$ cat src/rtl/tron_game_ctrl.sv
// Round/game sequencer for the two-player light-cycle datapath: countdown, stepping,
// direction filtering, crash scoring and game-over handling. All outputs registered.
module tron_game_ctrl #(
    parameter int SPEED_DIV        = 2,
    parameter int COUNTDOWN_FRAMES = 60,
    parameter int ROUND_HOLD       = 120,
    parameter int WIN_SCORE        = 3
) (
    input  logic       clock,
    input  logic       reset_n,
    input  logic       frame_end,
    input  logic       start,
    input  logic [2:0] p1_req,
    input  logic [2:0] p2_req,
    input  logic       p1_crash,
    input  logic       p2_crash,
    output logic [2:0] p1_info,
    output logic [2:0] p2_info,
    output logic       dflt,
    output logic       advance,
    output logic [2:0] state,
    output logic [1:0] winner,
    output logic [3:0] p1_score,
    output logic [3:0] p2_score
);

    typedef enum logic [2:0] {
        S_IDLE      = 3'd0,
        S_COUNTDOWN = 3'd1,
        S_RUN       = 3'd2,
        S_ROUND_END = 3'd3,
        S_GAME_OVER = 3'd4
    } state_t;

    // Direction encoding: UP=0, DOWN=1, LEFT=2, RIGHT=3, STOP=4, 5..7 unused.
    localparam logic [2:0] DIR_RIGHT = 3'd3;
    localparam logic [2:0] DIR_LEFT  = 3'd2;

    localparam logic [7:0] SPEED_LAST = 8'(SPEED_DIV);
    localparam logic [7:0] CD_LAST    = 8'(COUNTDOWN_FRAMES);
    localparam logic [7:0] HOLD_LAST  = 8'(ROUND_HOLD);
    localparam logic [3:0] WIN_LIMIT  = 4'(WIN_SCORE);

    state_t     state_q, state_d;
    logic [7:0] cnt_q, cnt_d;
    logic [2:0] p1_info_q, p1_info_d, p2_info_q, p2_info_d;
    logic [2:0] p1_pend_q, p1_pend_d, p2_pend_q, p2_pend_d;
    logic       dflt_q, dflt_d, advance_q, advance_d;
    logic [1:0] winner_q, winner_d;
    logic [3:0] p1_score_q, p1_score_d, p2_score_q, p2_score_d;
    logic [7:0] cnt_inc;

    // Accept only the four moving directions, and never a direct reversal.
    function automatic logic dir_ok(input logic [2:0] req, input logic [2:0] info);
        return (req[2] == 1'b0) && !((req[2:1] == info[2:1]) && (req[0] != info[0]));
    endfunction

    assign cnt_inc = cnt_q + 8'd1;

    always_comb begin
        state_d    = state_q;
        cnt_d      = cnt_q;
        p1_info_d  = p1_info_q;
        p2_info_d  = p2_info_q;
        p1_pend_d  = p1_pend_q;
        p2_pend_d  = p2_pend_q;
        winner_d   = winner_q;
        p1_score_d = p1_score_q;
        p2_score_d = p2_score_q;
        advance_d  = 1'b0;

        case (state_q)
            S_IDLE: begin
                if (start) begin
                    state_d = S_COUNTDOWN;
                    cnt_d   = 8'd0;
                end
            end

            S_COUNTDOWN: begin
                p1_info_d = DIR_RIGHT;
                p2_info_d = DIR_LEFT;
                p1_pend_d = DIR_RIGHT;
                p2_pend_d = DIR_LEFT;
                winner_d  = 2'd0;
                if (frame_end) begin
                    if (cnt_inc == CD_LAST) begin
                        state_d = S_RUN;
                        cnt_d   = 8'd0;
                    end else begin
                        cnt_d = cnt_inc;
                    end
                end
            end

            S_RUN: begin
                if (dir_ok(p1_req, p1_info_q)) p1_pend_d = p1_req;
                if (dir_ok(p2_req, p2_info_q)) p2_pend_d = p2_req;
                if (frame_end) begin
                    // Crashes take priority: the step for this frame is dropped.
                    if (p1_crash || p2_crash) begin
                        state_d = S_ROUND_END;
                        cnt_d   = 8'd0;
                        if (p1_crash && p2_crash) begin
                            winner_d = 2'd3;
                        end else if (p1_crash) begin
                            winner_d = 2'd2;
                            if (p2_score_q != 4'hF) p2_score_d = p2_score_q + 4'd1;
                        end else begin
                            winner_d = 2'd1;
                            if (p1_score_q != 4'hF) p1_score_d = p1_score_q + 4'd1;
                        end
                    end else if (cnt_inc == SPEED_LAST) begin
                        cnt_d     = 8'd0;
                        advance_d = 1'b1;
                        p1_info_d = p1_pend_d;
                        p2_info_d = p2_pend_d;
                    end else begin
                        cnt_d = cnt_inc;
                    end
                end
            end

            S_ROUND_END: begin
                if (frame_end) begin
                    if (cnt_inc == HOLD_LAST) begin
                        cnt_d = 8'd0;
                        if (p1_score_q >= WIN_LIMIT || p2_score_q >= WIN_LIMIT)
                            state_d = S_GAME_OVER;
                        else
                            state_d = S_COUNTDOWN;
                    end else begin
                        cnt_d = cnt_inc;
                    end
                end
            end

            S_GAME_OVER: begin
                if (start) begin
                    state_d    = S_COUNTDOWN;
                    cnt_d      = 8'd0;
                    p1_score_d = 4'd0;
                    p2_score_d = 4'd0;
                end
            end

            default: begin
                state_d = S_IDLE;
                cnt_d   = 8'd0;
            end
        endcase

        // Traces stay frozen on screen after a crash and at game over.
        dflt_d = (state_d == S_IDLE) || (state_d == S_COUNTDOWN);
    end

    always_ff @(posedge clock or negedge reset_n) begin
        if (!reset_n) begin
            state_q    <= S_IDLE;
            cnt_q      <= 8'd0;
            p1_info_q  <= DIR_RIGHT;
            p2_info_q  <= DIR_LEFT;
            p1_pend_q  <= DIR_RIGHT;
            p2_pend_q  <= DIR_LEFT;
            dflt_q     <= 1'b1;
            advance_q  <= 1'b0;
            winner_q   <= 2'd0;
            p1_score_q <= 4'd0;
            p2_score_q <= 4'd0;
        end else begin
            state_q    <= state_d;
            cnt_q      <= cnt_d;
            p1_info_q  <= p1_info_d;
            p2_info_q  <= p2_info_d;
            p1_pend_q  <= p1_pend_d;
            p2_pend_q  <= p2_pend_d;
            dflt_q     <= dflt_d;
            advance_q  <= advance_d;
            winner_q   <= winner_d;
            p1_score_q <= p1_score_d;
            p2_score_q <= p2_score_d;
        end
    end

    assign state    = state_q;
    assign p1_info  = p1_info_q;
    assign p2_info  = p2_info_q;
    assign dflt     = dflt_q;
    assign advance  = advance_q;
    assign winner   = winner_q;
    assign p1_score = p1_score_q;
    assign p2_score = p2_score_q;

endmodule

$ cat config.mk
export PLATFORM = sky130hd
export DESIGN_NAME = tron_game_ctrl
export DESIGN_NICKNAME = d
export VERILOG_FILES = /design/src/rtl/tron_game_ctrl.sv
export SDC_FILE = /design/constraint.sdc
export NUM_CORES = 1
export LEC_CHECK = 0
export ABC_CLOCK_PERIOD_IN_PS = 2200
export CAP_MARGIN = 20
export CORE_ASPECT_RATIO = 0.7
export CORE_MARGIN = 3
export CORE_UTILIZATION = 48
export DETAILED_ROUTE_END_ITERATION = 7
export PLACE_DENSITY = 0.72
export SLEW_MARGIN = 20
export SYNTH_ARGS = -nofsm -noshare
export SYNTH_HDL_FRONTEND = slang
export SYNTH_SLANG_ARGS = --single-unit
export TNS_END_PERCENT = 100
$ cat constraint.sdc
create_clock -name clock -period 2.2 [get_ports clock]
set_input_delay 0.44 -clock clock [delete_from_list [all_inputs] [get_ports clock]]
set_output_delay 0.44 -clock clock [all_outputs]
set_load 0.05 [all_outputs]
==> flow_summary.ini <==
[floorplan]
core_mm2 = 0.00414
num_io_pins = 33
die-area_mm2 = 0.00537
initial_core_util = 0.524
core.rowCount = 19
die_w_um = 86.3
die_h_um = 62.2

[pwr]
pwr-share-seq = 0.434
p_sw_uw = 559
switching_share = 0.322
total_power_mw = 1.74
clkPwrFrac = 0.300
comb_power_share = 0.266
ir_drop_v = 0.000568
p_leak_nw = 1.19
p_per_area_mw_per_mm2 = 620
intPower_mw = 1.18

[global_routing]
grt_pass1_wl_mm = 9.04
overflow = 0
grt_max_degree = 36
antenna_found_initial = 0
grt_usage = 0.212
grt_pass1_vias = 1861

[timing]
fin_tns_setup_ns = 0
fin_worst_skew_ns = 0.00616
final_hold_viol_count = 0
tightest_slew_ns = 0.612
fin_crit_sh = 0.967
max_freq_mhz = 470
slew_viol_final = 0
period_minus_slack_ns = 2.13
setup_viol = 0
relSlewSlack = 0.592

[clock_network]
cts_tree = yes
cts_root_buf = clkbuf_8
clock_path_buffers = 2
clock_tree.htree_level_count = 2
cts-hold-fix-buffers = 0
cts_buffers = 5
clk_pin_slew_worst_paths_ns = 0.07
cts.sinks = 35
insertion_delay_ns = 0.30

[logic_synthesis]
syn_area_per_cell_um2 = 9.18
synthCells = 236
async_flop_share = 1.00
ys.flop_type = dfrtp_1
yosysMostFrequentCell = dfrtp_1
synth-edff-count = 0
synth_top_area_frac = 0.324
synth_commonest_cells = dfrtp_1 (28), nor2_1 (25), nand2_1 (20), o21ai_0 (20), nand3_1 (12)
ys_ff_latch = 35
synth.net_count = 252
yosysUniqueCellTypes = 58
ys_seq_area_frac = 0.408
synth_area_leaders = dfrtp_1 (32%), dfstp_2 (8.5%), o21ai_0 (4.6%)
synth_area_mm2 = 0.00217
yosys_warnings = 0
synth_area_leader_cell = dfrtp_1

[setup_path]
cpPeakStageDelay_ns = 0.81
setup.worst_path.class = reg -> out
slowest_stage = clkdlybuf4s50_1
end_kind = primary output
path_buf_inv = 1
worst_ep_required_time_ns = 1.76
r2r_slack_ns = 0.10
worstPathMaxFanout = 5
cp_top_family = buffers and inverters
start_kind = register
cp_data_arrival_time_ns = 1.69
worstPathCellList = clkdlybuf4s50_1

[drt]
avgRoutedWirePerCell_um = 15.3
first_pass_iters = 4
drc = 0
dr.first_iter.drc_count = 120
wl_mm = 5.28
vias = 2014
vias_per_cell = 5.84
ant_nets = 0

[place]
dp_hpwl_mm = 3.90
place.gp.congestion = 0.845
io_buffers = 32

[layout]
syn_to_final_growth_pct = 29.5
layout.area.seq_um2 = 885
num_antenna_cells = 0
multi_input_area_mm2 = 0.00120
drive_above_1_share = 0.195
nets = 308
fill_cells = 350

[job]
maxCapViolCount = 0

[worst_hold_path]
min_path_type = reg -> reg

[run_status]
status = finished clean
==> routing by layer <==
metal,track usage,share of wire,vias to the layer above
li1,-,-,983
met1,0.326,0.52,964
met2,0.284,0.40,60
met3,0.0462,0.061,7
met4,0.0856,0.015,0
met5,0,0,-
==> cells by family (layout without fill, tap and decap cells) <==
logic type,after synthesis,count (layout),share of synthesized area
and+or+nand+nor,100,100,0.259
buffers and inverters,18,75,0.0399
muxes,7,7,0.0399
AOI/OAI and AO/OA,63,63,0.194
adders and majority gates,4,4,0.0231
DFF,35,35,0.408
xor gates and xnor gates,9,9,0.0364
==> flip-flops by register name, indices dropped and copies added (netlist names), 3 cells and up <==
register and count:
p2_score 4, p1_info 3, cnt_q 8, p2_info 3, p1_pend_q 3, p1_score 4
state 3, p2_pend_q 3
==> metrics by stage <==
step                      hold WS [ns]  std cells  instance area (µm²)  utilization  setup slack, ns
after floorplan                  0.144        236                 2170            -           0.0351
after global placement           0.492        336                 2680        0.649          0.00110
after detailed placement         0.486        336                 2680        0.649          -0.0608
after CTS                        0.509        344                 2780        0.673           0.0241
after global routing             0.525        345                 2800        0.678          -0.0306
final                            0.518        345                 2800        0.678           0.0719
==> cells in the final DEF, fill, tap and decap left out, types with 2 or more instances in the layout <==
master,instances
clkdlybuf4s50_1,29
dfrtp_1,28
buf_4,27
nor2_1,25
nand2_1,20
o21ai_0,20
nand3_1,12
inv_1,9
a21oi_1,7
xor2_1,7
clkbuf_8,7
dfstp_2,7
nand4_1,6
nor3_1,6
a31oi_1,6
nor3b_1,4
o22ai_1,4
ha_1,4
mux2i_1,3
nor2b_1,3
o22a_1,3
a21o_1,3
and3_1,3
o31ai_1,3
mux2_4,3
o21a_1,2
nor4_1,2
o2bb2ai_1,2
or3b_1,2
or3_1,2
nor3b_2,2
and2_1,2
or2_2,2
a22o_1,2
dlymetal6s2s_1,2
==> power by group through the flow <==
stage	clock, mW	sequential (mW)	combinational, mW
after floorplan	0	0.760	0.278
after global placement	0	0.762	0.447
after detailed placement	0	0.762	0.459
after CTS	0.533	0.752	0.460
after global routing	0.565	0.765	0.511
final	0.522	0.754	0.463
==> final timing paths <==
check | cells after the start | from | to
setup / recovery | 1 | p1_info[1]$_DFFE_PN1P_ | p1_info[1]
hold / removal | 2 | p1_pend_q[2]$_DFFE_PN0P_ | p1_info[2]$_DFFE_PN0P_
setup reg to reg | 8 | cnt_q[0]$_DFFE_PN0P_ | p1_info[0]$_DFFE_PN1P_
hold reg to reg | 2 | p1_pend_q[2]$_DFFE_PN0P_ | p1_info[2]$_DFFE_PN0P_
max in group asynchronous | 2 | reset_n | p1_info[0]$_DFFE_PN1P_
min in group asynchronous | 2 | reset_n | p1_score[1]$_DFFE_PN0P_
==> area by class of cell <==
type | instances | area share
multi-input cells | 183 | 0.429
well taps | 52 | 0.0232
flip-flops and latches | 35 | 0.315
clock buffers | 8 | 0.0357
repair buffers | 58 | 0.185
inverters | 9 | 0.0120
==> what timing repair did <==
action                     CTS  global route
hold endpoints to repair     0             0
setup endpoints to repair    0             6
gates resized for setup      0             3
setup buffers                0             1
No activity file was read; power rests on OpenSTA's default activity.
==> patch, RTL diff (same settings) <==
Remove the register `advance_q`: a continuous assignment takes its place, so the output `advance` follows one clock earlier.
--- a/src/rtl/tron_game_ctrl.sv
+++ b/src/rtl/tron_game_ctrl.sv
@@ -163,7 +163,6 @@
             p1_pend_q  <= DIR_RIGHT;
             p2_pend_q  <= DIR_LEFT;
             dflt_q     <= 1'b1;
-            advance_q  <= 1'b0;
             winner_q   <= 2'd0;
             p1_score_q <= 4'd0;
             p2_score_q <= 4'd0;
@@ -175,12 +174,13 @@
             p1_pend_q  <= p1_pend_d;
             p2_pend_q  <= p2_pend_d;
             dflt_q     <= dflt_d;
-            advance_q  <= advance_d;
             winner_q   <= winner_d;
             p1_score_q <= p1_score_d;
             p2_score_q <= p2_score_d;
         end
     end
+
+    assign advance_q = advance_d;
 
     assign state    = state_q;
     assign p1_info  = p1_info_q;
Function: same outputs for any inputs over 10 cycles, from zero or initial values and one cycle with reset_n low; that may be too few to reach the edited logic, so the function may still have changed.
==> patch against the unedited design <==
  * The run now ends with negative setup slack left
  * Clock power down 8.4%
  * Critical path type unchanged
  * Total power is 8.7% higher
  * Area after synthesis shrank 3.9%
  * Sequential cell count is 1 lower
  * Worst setup slack got worse by 0.25 ns
  * Design area grew 2.9%
  * Routed wire length rose by 0.87%
==> patch: results (changes against the unedited design) <==
- Worst hold stages: 1 (-1)
- Setup Viol. Count Final: 1 (+1)
- Sequential fraction of total cell area: 0.301 (-0.0150)
- DP Worst Slack: 0.0444 ns (+0.105 ns)
- DRT iter0 DRCs: 171 (+43%)
- CP top delay family: simple AND/OR/NAND/NOR gates
- Multi-In Gates: 169 (-7.7%)
- Nonclk inv count: 13 (+4)
- Syn nets: 237 (-6.0%)
- Pin count of the biggest net entering global routing: 35 (-2.8%)
- Slew headroom: 0.602 (+0.0103)
- Util after Layout: 0.714 (+0.0361)
- Worst Skew: 0.00632 ns (+0.000166 ns)
- Status: finished, violations left
- Area after DPL: 2670 sq um (-0.65%)
- First-pass GRT wire length: 8.65 mm (-4.4%)
- Cell Int Power: 0.00124 W (+5.4%)
- DP Cell Count: 325 (-3.3%)
- Routability Congestion: 0.986 (+17%)
- Via count: 1928 (-4.3%)
- Setup slack after layout: -0.178 ns (-0.249 ns)
- Synth area leaders: dfrtp_1, dfstp_2, nand2_1
- Clkbuf count: 7 (-1)
- Part of the Yosys area used for sequential elements: 0.413 (+0.00443)
- Post-synthesis cell count: 221 (-6.4%)
- Reg2Reg Depth: 7 (-1)
- Top cells by count, synth: dfrtp_1, nand2_1, nor2_1
- Non-clock buffer count: 65 (+12%)
- Share of cells above drive strength 1: 0.273 (+0.0788)
- Number of flip-flops and latches: 34 (-2.9%)
- IR drop worst, VDD: 556 uV (-2.1%)
- Sequential share of power: 0.405 (-0.029)
- WHS: 0.511 ns (-0.00708 ns)
- Routed wire length: 5.33 mm (+0.87%)
- Switching pwr: 0.000647 W (+16%)
- GR Util All Layers: 0.217 (+0.00533)
- HPWL after detailed placement: 3.78 mm (-3.2%)
- Crit path largest cell delay: 0.47 ns (-0.34 ns)
- Nets: 304 (-1.3%)
- Area occupied by multi-input gates: 1230 sq um (+2.0%)
- Crit path DAT: 1.94 ns (+0.25 ns)
- Violated checks: negative setup slack
- Sum of negative setup slack: -0.178 ns (-0.178 ns)
[patch: cell types whose count changed after synthesis, sizes merged, moves of 5 or more]
| cell | delta |
|---|---|
| a21oi | +6 |
| mux2i | +5 |
| nand2 | +7 |
| nor2 | -10 |
| o21ai | -10 |
[patch: cell families (layout without fill, tap and decap cells)]
kind of cell | Yosys count | after routing | synth area share
flip-flops | 34 | 34 | 0.413
adder cells (fa/ha/maj) | 4 | 4 | 0.0240
AND/OR/NAND/NOR | 85 | 85 | 0.222
AO/OA/AOI/OAI | 60 | 60 | 0.209
multiplexers | 12 | 12 | 0.0655
buffers and inverters | 18 | 86 | 0.0331
XOR/XNOR | 8 | 8 | 0.0337
[patch: timing repair]
action | in CTS | in global routing
pin swaps | 9 | 5
hold buffers | 0 | 0
hold endpoints to repair | 0 | 0
endpoints found under the setup margin | 1 | 3
resized for setup | 11 | 5
setup buffers | 8 | 0
[patch: worst paths after layout]
path / start / endpoint
worst min-delay path: p1_pend_q[2]$_DFFE_PN0P_ / p1_info[2]$_DFFE_PN0P_
max in group asynchronous: reset_n / dflt$_DFF_PN1_
min in group asynchronous: reset_n / p1_info[2]$_DFFE_PN0P_
worst min register to register: p1_pend_q[2]$_DFFE_PN0P_ / p1_info[2]$_DFFE_PN0P_
worst max register to register: cnt_q[0]$_DFFE_PN0P_ / cnt_q[5]$_DFFE_PN0P_
worst max-delay path: cnt_q[0]$_DFFE_PN0P_ / advance
[patch: per-layer routing]
layer | up-vias | part of all wire | global-route usage
li1 | 946 | - | -
met1 | 907 | 0.48 | 0.321
met2 | 69 | 0.43 | 0.313
met3 | 6 | 0.071 | 0.0535
met4 | 0 | 0.012 | 0.0745
met5 | - | 0 | 0
